### src/rtl/cmd_sched.sv
`default_nettype none
// ============================================================================
// Module   : cmd_sched
// Purpose  : Arbitrates the single command port of the command processor
//            between the BLE wrapper and the tour sequencer. It keeps one
//            command in flight and returns each completion to the requester
//            that issued the command. A BLE TOUR launch switches the port to
//            tour ownership until the tour finishes.
// Options  : CMD_SCHED_WDOG_EN - when defined, a watchdog aborts a command
//            that stays in flight too long and replies 8'hEE to BLE.
// Revision : 1.0 - initial release
// ============================================================================
module cmd_sched #(
   parameter bit          FAST_SIM = 1'b1,
   parameter logic [25:0] TMO_FULL = 26'd50000000,
   parameter logic [25:0] TMO_SIM  = 26'd4095
) (
   input  logic        clk,
   input  logic        rst,
   input  logic [15:0] i_ble_cmd,
   input  logic        i_ble_cmd_rdy,
   output logic        o_ble_clr_cmd_rdy,
   input  logic [15:0] i_tour_cmd,
   input  logic        i_tour_cmd_rdy,
   output logic        o_tour_clr_cmd_rdy,
   output logic [15:0] o_cmd,
   output logic        o_cmd_rdy,
   input  logic        i_clr_cmd_rdy,
   input  logic        i_send_resp,
   input  logic        i_tour_go,
   input  logic        i_tour_done,
   output logic        o_ble_send_resp,
   output logic [7:0]  o_resp,
   output logic        o_tour_resp,
   output logic        o_in_tour,
   output logic        o_busy,
   output logic        o_timeout
);

   localparam logic [7:0]  c_RESP_DONE = 8'hA5;
   localparam logic [7:0]  c_RESP_TMO  = 8'hEE;
   localparam logic [25:0] c_LIMIT     = FAST_SIM ? TMO_SIM : TMO_FULL;

   typedef enum logic [1:0] {
      ST_IDLE  = 2'd0,
      ST_ISSUE = 2'd1,
      ST_WAIT  = 2'd2
   } state_t;

   state_t      r_state, w_state_nxt;
   logic        r_in_tour, w_in_tour_nxt;
   logic        r_done_pend, w_done_pend_nxt;
   logic        r_owner, w_owner_nxt;      // 0 = BLE, 1 = TOUR
   logic [15:0] r_cmd, w_cmd_nxt;
   logic        r_ble_send_resp, w_ble_send_resp_nxt;
   logic [7:0]  r_resp, w_resp_nxt;
   logic        r_tour_resp, w_tour_resp_nxt;
   logic        w_ble_clr;
   logic        w_tour_clr;
   logic        w_abort;
   logic        w_wdog_hit;

`ifdef CMD_SCHED_WDOG_EN
   logic [25:0] r_wdog_cnt;
   logic        r_timeout;

   // Watchdog counter: held at zero in IDLE so it starts from zero on ISSUE entry
   always_ff @(posedge clk) begin
      if (rst || r_state == ST_IDLE)
         r_wdog_cnt <= 26'd0;
      else
         r_wdog_cnt <= r_wdog_cnt + 26'd1;
   end

   assign w_wdog_hit = (r_state != ST_IDLE) && ((r_wdog_cnt + 26'd1) == c_LIMIT);

   // Registered one-cycle timeout pulse
   always_ff @(posedge clk) begin
      if (rst)
         r_timeout <= 1'b0;
      else
         r_timeout <= w_abort;
   end

   assign o_timeout = r_timeout;
`else
   logic w_unused_cfg;

   assign w_wdog_hit   = 1'b0;
   assign o_timeout    = 1'b0;
   assign w_unused_cfg = ^{c_LIMIT, w_abort};
`endif

   // Next-state, acceptance handshake and response decisions
   always_comb begin
      w_state_nxt         = r_state;
      w_in_tour_nxt       = r_in_tour;
      w_done_pend_nxt     = r_done_pend | (i_tour_done & r_in_tour);
      w_owner_nxt         = r_owner;
      w_cmd_nxt           = r_cmd;
      w_ble_send_resp_nxt = 1'b0;
      w_resp_nxt          = r_resp;
      w_tour_resp_nxt     = 1'b0;
      w_ble_clr           = 1'b0;
      w_tour_clr          = 1'b0;
      w_abort             = 1'b0;

      case (r_state)
         ST_IDLE: begin
            if (r_done_pend && r_in_tour) begin
               // Tour finished: deferred BLE reply goes out before new work
               w_in_tour_nxt       = 1'b0;
               w_done_pend_nxt     = 1'b0;
               w_ble_send_resp_nxt = 1'b1;
               w_resp_nxt          = c_RESP_DONE;
            end else if (r_in_tour && i_tour_cmd_rdy) begin
               w_tour_clr  = 1'b1;
               w_cmd_nxt   = i_tour_cmd;
               w_owner_nxt = 1'b1;
               w_state_nxt = ST_ISSUE;
            end else if (!r_in_tour && i_ble_cmd_rdy) begin
               w_ble_clr   = 1'b1;
               w_cmd_nxt   = i_ble_cmd;
               w_owner_nxt = 1'b0;
               w_state_nxt = ST_ISSUE;
            end
         end

         ST_ISSUE: begin
            if (w_wdog_hit)
               w_abort = 1'b1;
            else if (i_clr_cmd_rdy)
               w_state_nxt = ST_WAIT;
         end

         ST_WAIT: begin
            if (i_tour_go && !r_owner) begin
               // BLE reply is held back until the tour completes
               w_in_tour_nxt = 1'b1;
               w_state_nxt   = ST_IDLE;
            end else if (i_send_resp) begin
               if (r_owner) begin
                  w_tour_resp_nxt = 1'b1;
               end else begin
                  w_ble_send_resp_nxt = 1'b1;
                  w_resp_nxt          = c_RESP_DONE;
               end
               w_state_nxt = ST_IDLE;
            end else if (w_wdog_hit) begin
               w_abort = 1'b1;
            end
         end

         default: w_state_nxt = ST_IDLE;
      endcase

      if (w_abort) begin
         // Watchdog abort always reports to BLE and tears down any tour
         w_state_nxt         = ST_IDLE;
         w_ble_send_resp_nxt = 1'b1;
         w_resp_nxt          = c_RESP_TMO;
         w_in_tour_nxt       = 1'b0;
         w_done_pend_nxt     = 1'b0;
      end
   end

   // State and registered outputs
   always_ff @(posedge clk) begin
      if (rst) begin
         r_state         <= ST_IDLE;
         r_in_tour       <= 1'b0;
         r_done_pend     <= 1'b0;
         r_owner         <= 1'b0;
         r_cmd           <= 16'h0000;
         r_ble_send_resp <= 1'b0;
         r_resp          <= 8'h00;
         r_tour_resp     <= 1'b0;
      end else begin
         r_state         <= w_state_nxt;
         r_in_tour       <= w_in_tour_nxt;
         r_done_pend     <= w_done_pend_nxt;
         r_owner         <= w_owner_nxt;
         r_cmd           <= w_cmd_nxt;
         r_ble_send_resp <= w_ble_send_resp_nxt;
         r_resp          <= w_resp_nxt;
         r_tour_resp     <= w_tour_resp_nxt;
      end
   end

   // Acceptance pulses are suppressed while reset is asserted
   assign o_ble_clr_cmd_rdy  = w_ble_clr & ~rst;
   assign o_tour_clr_cmd_rdy = w_tour_clr & ~rst;
   assign o_cmd              = r_cmd;
   assign o_cmd_rdy          = (r_state == ST_ISSUE);
   assign o_ble_send_resp    = r_ble_send_resp;
   assign o_resp             = r_resp;
   assign o_tour_resp        = r_tour_resp;
   assign o_in_tour          = r_in_tour;
   assign o_busy             = (r_state != ST_IDLE);

endmodule
`default_nettype wire
### config.mk
export PLATFORM = sky130hd
export DESIGN_NAME = cmd_sched
export DESIGN_NICKNAME = d
export VERILOG_FILES = /design/src/rtl/cmd_sched.sv
export SDC_FILE = /design/constraint.sdc
export NUM_CORES = 1
export LEC_CHECK = 0
export ABC_AREA = 0
export ABC_CLOCK_PERIOD_IN_PS = 1500
export CELL_PAD_IN_SITES_DETAIL_PLACEMENT = 2
export CELL_PAD_IN_SITES_GLOBAL_PLACEMENT = 2
export CORE_ASPECT_RATIO = 0.6
export CORE_MARGIN = 2
export CORE_UTILIZATION = 22
export CTS_CLUSTER_DIAMETER = 120
export DETAILED_ROUTE_END_ITERATION = 16
export HOLD_SLACK_MARGIN = 0.15
export PLACE_DENSITY = 0.79
export SKIP_CTS_REPAIR_TIMING = 1
export SYNTH_ARGS = -nofsm -noshare
export SYNTH_HDL_FRONTEND = slang
export SYNTH_SLANG_ARGS = --single-unit
### constraint.sdc
create_clock -name clk -period 1.5 [get_ports clk]
set_input_delay 0.3 -clock clk [delete_from_list [all_inputs] [get_ports clk]]
set_output_delay 0.3 -clock clk [all_outputs]
set_load 0.02 [all_outputs]
Word-level counts from Yosys, hierarchy flattened
Index checks and enable logic that the tools add are counted.
Cells by class
  equality and inequality tests: 11
  muxes and demuxes: 34
  bitwise operators: 8
  reduce and logical (&&, ||, !) cells: 15
Operators with widths (count)
  16-bit 2-to-1 mux: 2
  8-bit 2-to-1 mux: 4
  1-bit 2-to-1 mux: 18
  8-bit case mux with 2 select lines: 1
  2-bit 2-to-1 mux: 6
  2-bit inequality test, second input constant: 6
  3-bit inequality test, second input constant: 2
  2-bit case mux with 3 select lines: 1
  3-bit AND reduction: 2
  2-bit nonzero test: 3
  5-bit AND reduction: 1
  1-bit logical AND: 4
  1-bit NOT: 4
  1-bit case mux with 2 select lines: 2
  4-bit AND reduction: 1
  4-bit OR reduction: 1
  1-bit bitwise AND: 3
  2-bit by 1-bit equality test with 1-bit output, second input constant: 1
  2-bit equality test, second input constant: 1
  1-bit zero test: 2
  2-bit zero test: 1
  2-bit by 1-bit inequality test with 1-bit output, second input constant: 1
  1-bit bitwise OR: 1
Word-level totals
  bits in registers: 31
  bits of input ports: 40
  output and inout port bits: 32
  word-level logic and storage cells: 76

Longest topological paths before layout
  word-level depth: 7
  mapped depth: 6
  mapped depth without buffers: 4

Worst setup path after synthesis
Ideal clock, no wire load.
  kind: reg2out
  start point: register r_in_tour, in the netlist o_in_tour
  end point: output port o_tour_clr_cmd_rdy
  arrival: 1385 ps
  required time: 1200 ps
  path slack: -185 ps
  stages on the path, launching flop included: 5
  buffers on the path: 2
  cell sequence: dfxtp_1 -> buf_6 -> nand3b_4 -> buf_6 -> nor3_1
On the way
  longest elaborated chain between the ends: 5
  elaborated cells on any way between the ends: 6
  those cells by class: mux (3); bitwise (1); reduce/logical (2)
RTL lines
  from (decl): RTL line 51  | logic r_in_tour, w_in_tour_nxt;
  from (signal assigned): RTL line 180  | r_in_tour <= w_in_tour_nxt;
  1-bit logical AND: RTL line 116  | end else if (r_in_tour && i_tour_cmd_rdy) begin
  1-bit 2-to-1 mux: RTL line 116
  1-bit 2-to-1 mux *: RTL line 110  | if (r_done_pend && r_in_tour) begin
  1-bit 2-to-1 mux *: RTL line 108  | case (r_state)
  1-bit bitwise AND *: RTL line 192  | assign o_tour_clr_cmd_rdy = w_tour_clr & ~rst;
  to (decl): RTL line 25  | output logic o_tour_clr_cmd_rdy,
Mark *: on every way between the ends. The rest lies on a longest branch, timed or not.

Worst setup path in the final report
  start point: register r_in_tour, in the netlist o_in_tour
  end point: output port o_ble_clr_cmd_rdy
On the way
  longest elaborated chain between the ends: 7
  elaborated cells on any way between the ends: 9
  those cells by class: mux (4); bitwise (1); reduce/logical (4)
RTL lines
  1-bit zero test: RTL line 121  | end else if (!r_in_tour && i_ble_cmd_rdy) begin
  1-bit logical AND: RTL line 121
  1-bit 2-to-1 mux: RTL line 121
  1-bit 2-to-1 mux: RTL line 116
  1-bit 2-to-1 mux *: RTL line 110
  1-bit 2-to-1 mux *: RTL line 108
  1-bit bitwise AND *: RTL line 191  | assign o_ble_clr_cmd_rdy = w_ble_clr & ~rst;
  to (decl): RTL line 22  | output logic o_ble_clr_cmd_rdy,
Marked as above.

==> out/results.ini <==
[layout]
drive_above_1_share_pct = 25.2
nFillCells = 714
diodes = 0
fin_util_pct = 38.0
nets = 279
area_delta_synth_final_pct = 68.7

[yosys]
ys_types = 33
synth_top_cell_area_share_pct = 32.4
avgSynthCellArea_sq_um = 8.95
yosys-top-cells-area = dfxtp_1 32%, a2111oi_2 8.1%, a211oi_1 8.1%, a21boi_0 8.1%, and3_1 6.7%
ys_seq_area_share_pct = 32.4
yosys_warnings = 0
ys_ff_latch = 24
synth_edf_count = 0
netlist_area_sq_mm = 0.00149
ys.flop_type = dfxtp_1
yosys-top-cells-count = 24 x dfxtp_1, 18 x inv_1, 16 x a211oi_1, 16 x a21boi_0, 16 x and3_1
synth_top_cell_by_area = dfxtp_1
syn_inst = 166
yosysMostFrequentCell = dfxtp_1
synthArstFlopShare_pct = 0

[clock_tree]
insertion_delay_ns = 0.27
cts_tree = done
cts.clk_slew.worst_paths_ns = 0.09
cts_buffer_depth = 2
clock_sinks = 24
root_buffer = clkbuf_8
cts-buffers-inserted = 3
htreeDepth = 1

[critical_path]
rr_endpoint = o_cmd[7]
ff2ff_path_depth = 5
worstSetupStartpointType = flip-flop
critPathSlowestCell = dfxtp_4
crit_path_end_kind = output pin
crit_fanout = 5
crit_type = reg -> out
crit_arrival_ns = 1.17
regToRegSetupSlack_ns = 0.05
path_cells = nand2b_4 -> nor3_2 -> buf_4
crit_required_ns = 1.20
r2r_start = o_in_tour
slowest_delay_ns = 0.38

[timing]
fin_skew_ns = 0.00393
setup_viol = 0
rsz0062_at_grt = true
finalMaxSlewViolations = 0
hold_violations = 0
fin_setup_tns_ns = 0
min_period_over_period_pct = 97.9
fmax_mhz = 681
fin_crit_ns = 1.47

[die]
dieArea_sq_mm = 0.00745
dieHeight_um = 67.6
die_width_um = 110
core_sq_mm = 0.00659
rows = 23
io_pins = 72
initial_core_util_pct = 22.5

[detailed_routing]
drt_iter0_markers = 32
drt_pass1_iterations = 4
avgViaCountPerCell = 4.62
drt_wl_total_um = 5610
drtAntennaViolNets = 0
vias = 1501
drc = 0
wl_per_cell_um = 17.3

[worst_hold_path]
worstHoldStart = o_cmd[14]
hold_class = reg -> reg
holdPathStages = 2
hold_end = o_cmd[14]

[status]
status = finished, final reports clean

[pwr]
p_clk_share_pct = 25.1
power.share.sequential_pct = 40.0
p_sw_uw = 564
ir_worst_vdd_mv = 0.308
p_int_uw = 1240
power_frac_comb_pct = 34.9
power_density_mw_per_mm2 = 718
leakagePower_uw = 0.00133
swShare_pct = 31.3

[grt]
grtUsageTotal_pct = 13.6
grt_max_degree = 28
grt_pass1_vias = 1490
antenna_found_initial = 0
grt_pass1_wl_um = 7700
grt_remaining_overflow = 0

[placed_design]
detailed_place_hpwl_um = 3830
gp_congestion = 0.708
io_buffers = 66

[job]
maxCapViolations = 0

through the flow:
| stage | instance area (sq um) | setup slack (ns) | hold WS, ns | std cells | power (uW) |
|---|---|---|---|---|---|
| 5_1_grt | 2510 | -0.0439 | 0.486 | 325 | 1900 |
| 3_3_place_gp | 2270 | -0.652 | 0.442 | 319 | 1310 |
| 6_report | 2510 | 0.0314 | 0.460 | 325 | 1800 |
| 3_5_place_dp | 2270 | -0.657 | 0.455 | 319 | 1320 |
| 4_1_cts | 2320 | -0.679 | 0.468 | 323 | 1780 |
| 2_1_floorplan | 1510 | -0.00728 | 0.422 | 170 | 1030 |
cell usage in the layout (no fill, tap or decap), drive strengths merged:
cell	netlist	routed
a2111oi	17	17
nand2b	1	1
a31oi	1	1
dlymetal6s2s	0	26
nor2b	2	2
nor3	5	5
inv	19	19
nand3b	1	1
and3	16	16
or4b	1	1
or3	1	1
and2b	1	1
o21ai	4	4
conb	1	5
a21boi	16	16
buf	17	25
nand2	1	1
clkdlybuf4s50	0	36
clkbuf	8	6
nor3b	1	1
nor2	1	1
a21oi	5	5
and3b	1	1
mux2i	1	1
a211oi	17	17
nand3	4	4
dfxtp	24	24
registers in the layout, summed over array words and instances (netlist names):
register         cells
o_ble_send_resp      1
o_cmd               16
o_in_tour            1
o_resp               1
o_tour_resp          1
r_done_pend          1
r_owner              1
r_state              2
layout make-up:
type / count / area, sq um / share of cell area [%]
Inverter: 19 / 71.3 / 2.85
Clock buffer: 4 / 55.1 / 2.20
Tap cell: 87 / 109 / 4.34
Timing Repair Buffer: 89 / 900 / 35.9
Multi-Input combinational cell: 102 / 886 / 35.3
Sequential cell: 24 / 485 / 19.4
power groups by stage:
stage / combinational [uW] / clock [uW] / sequential [uW]
6_report: 627 / 452 / 720
5_1_grt: 679 / 495 / 728
4_1_cts: 583 / 475 / 724
3_5_place_dp: 580 / 0 / 738
3_3_place_gp: 571 / 0 / 736
2_1_floorplan: 240 / 0 / 787
worst max path at each step:
stage / startpoint / endpoint / slack, ns / cells after the start
2_1_floorplan: r_state[0] / o_ble_clr_cmd_rdy / -0.007 / 5
3_5_place_dp: i_tour_cmd_rdy / o_tour_clr_cmd_rdy / -0.66 / 4
3_3_place_gp: i_tour_cmd_rdy / o_tour_clr_cmd_rdy / -0.65 / 4
6_report: o_in_tour / o_ble_clr_cmd_rdy / 0.03 / 3
5_1_grt: o_in_tour / o_cmd[7] / -0.04 / 5
4_1_cts: i_tour_cmd_rdy / o_tour_clr_cmd_rdy / -0.68 / 4
critical path: cells and delay by family (launching register included):
family                 cells  cell delay (ns)
buffers and inverters      1             0.17
flip-flops                 1             0.38
AND/OR/NAND/NOR            2             0.34
logic make-up after synthesis:
kind of cell	Yosys count	synth area share [%]
AOI/OAI and AO/OA	60	34.1
buffers and inverters	44	16.2
DFF	24	32.4
muxes	1	0.674
other	1	0.252
and+or+nand+nor	36	16.4
metal layers:
layer	global-route usage [%]	wire length [um]	share of wire, %
met2	21.0	2710	48
met3	3.09	266	4.7
met5	0	0	0
met4	2.53	25	0.45
met1	19.3	2610	47
Power figures use the tool's default switching activity.
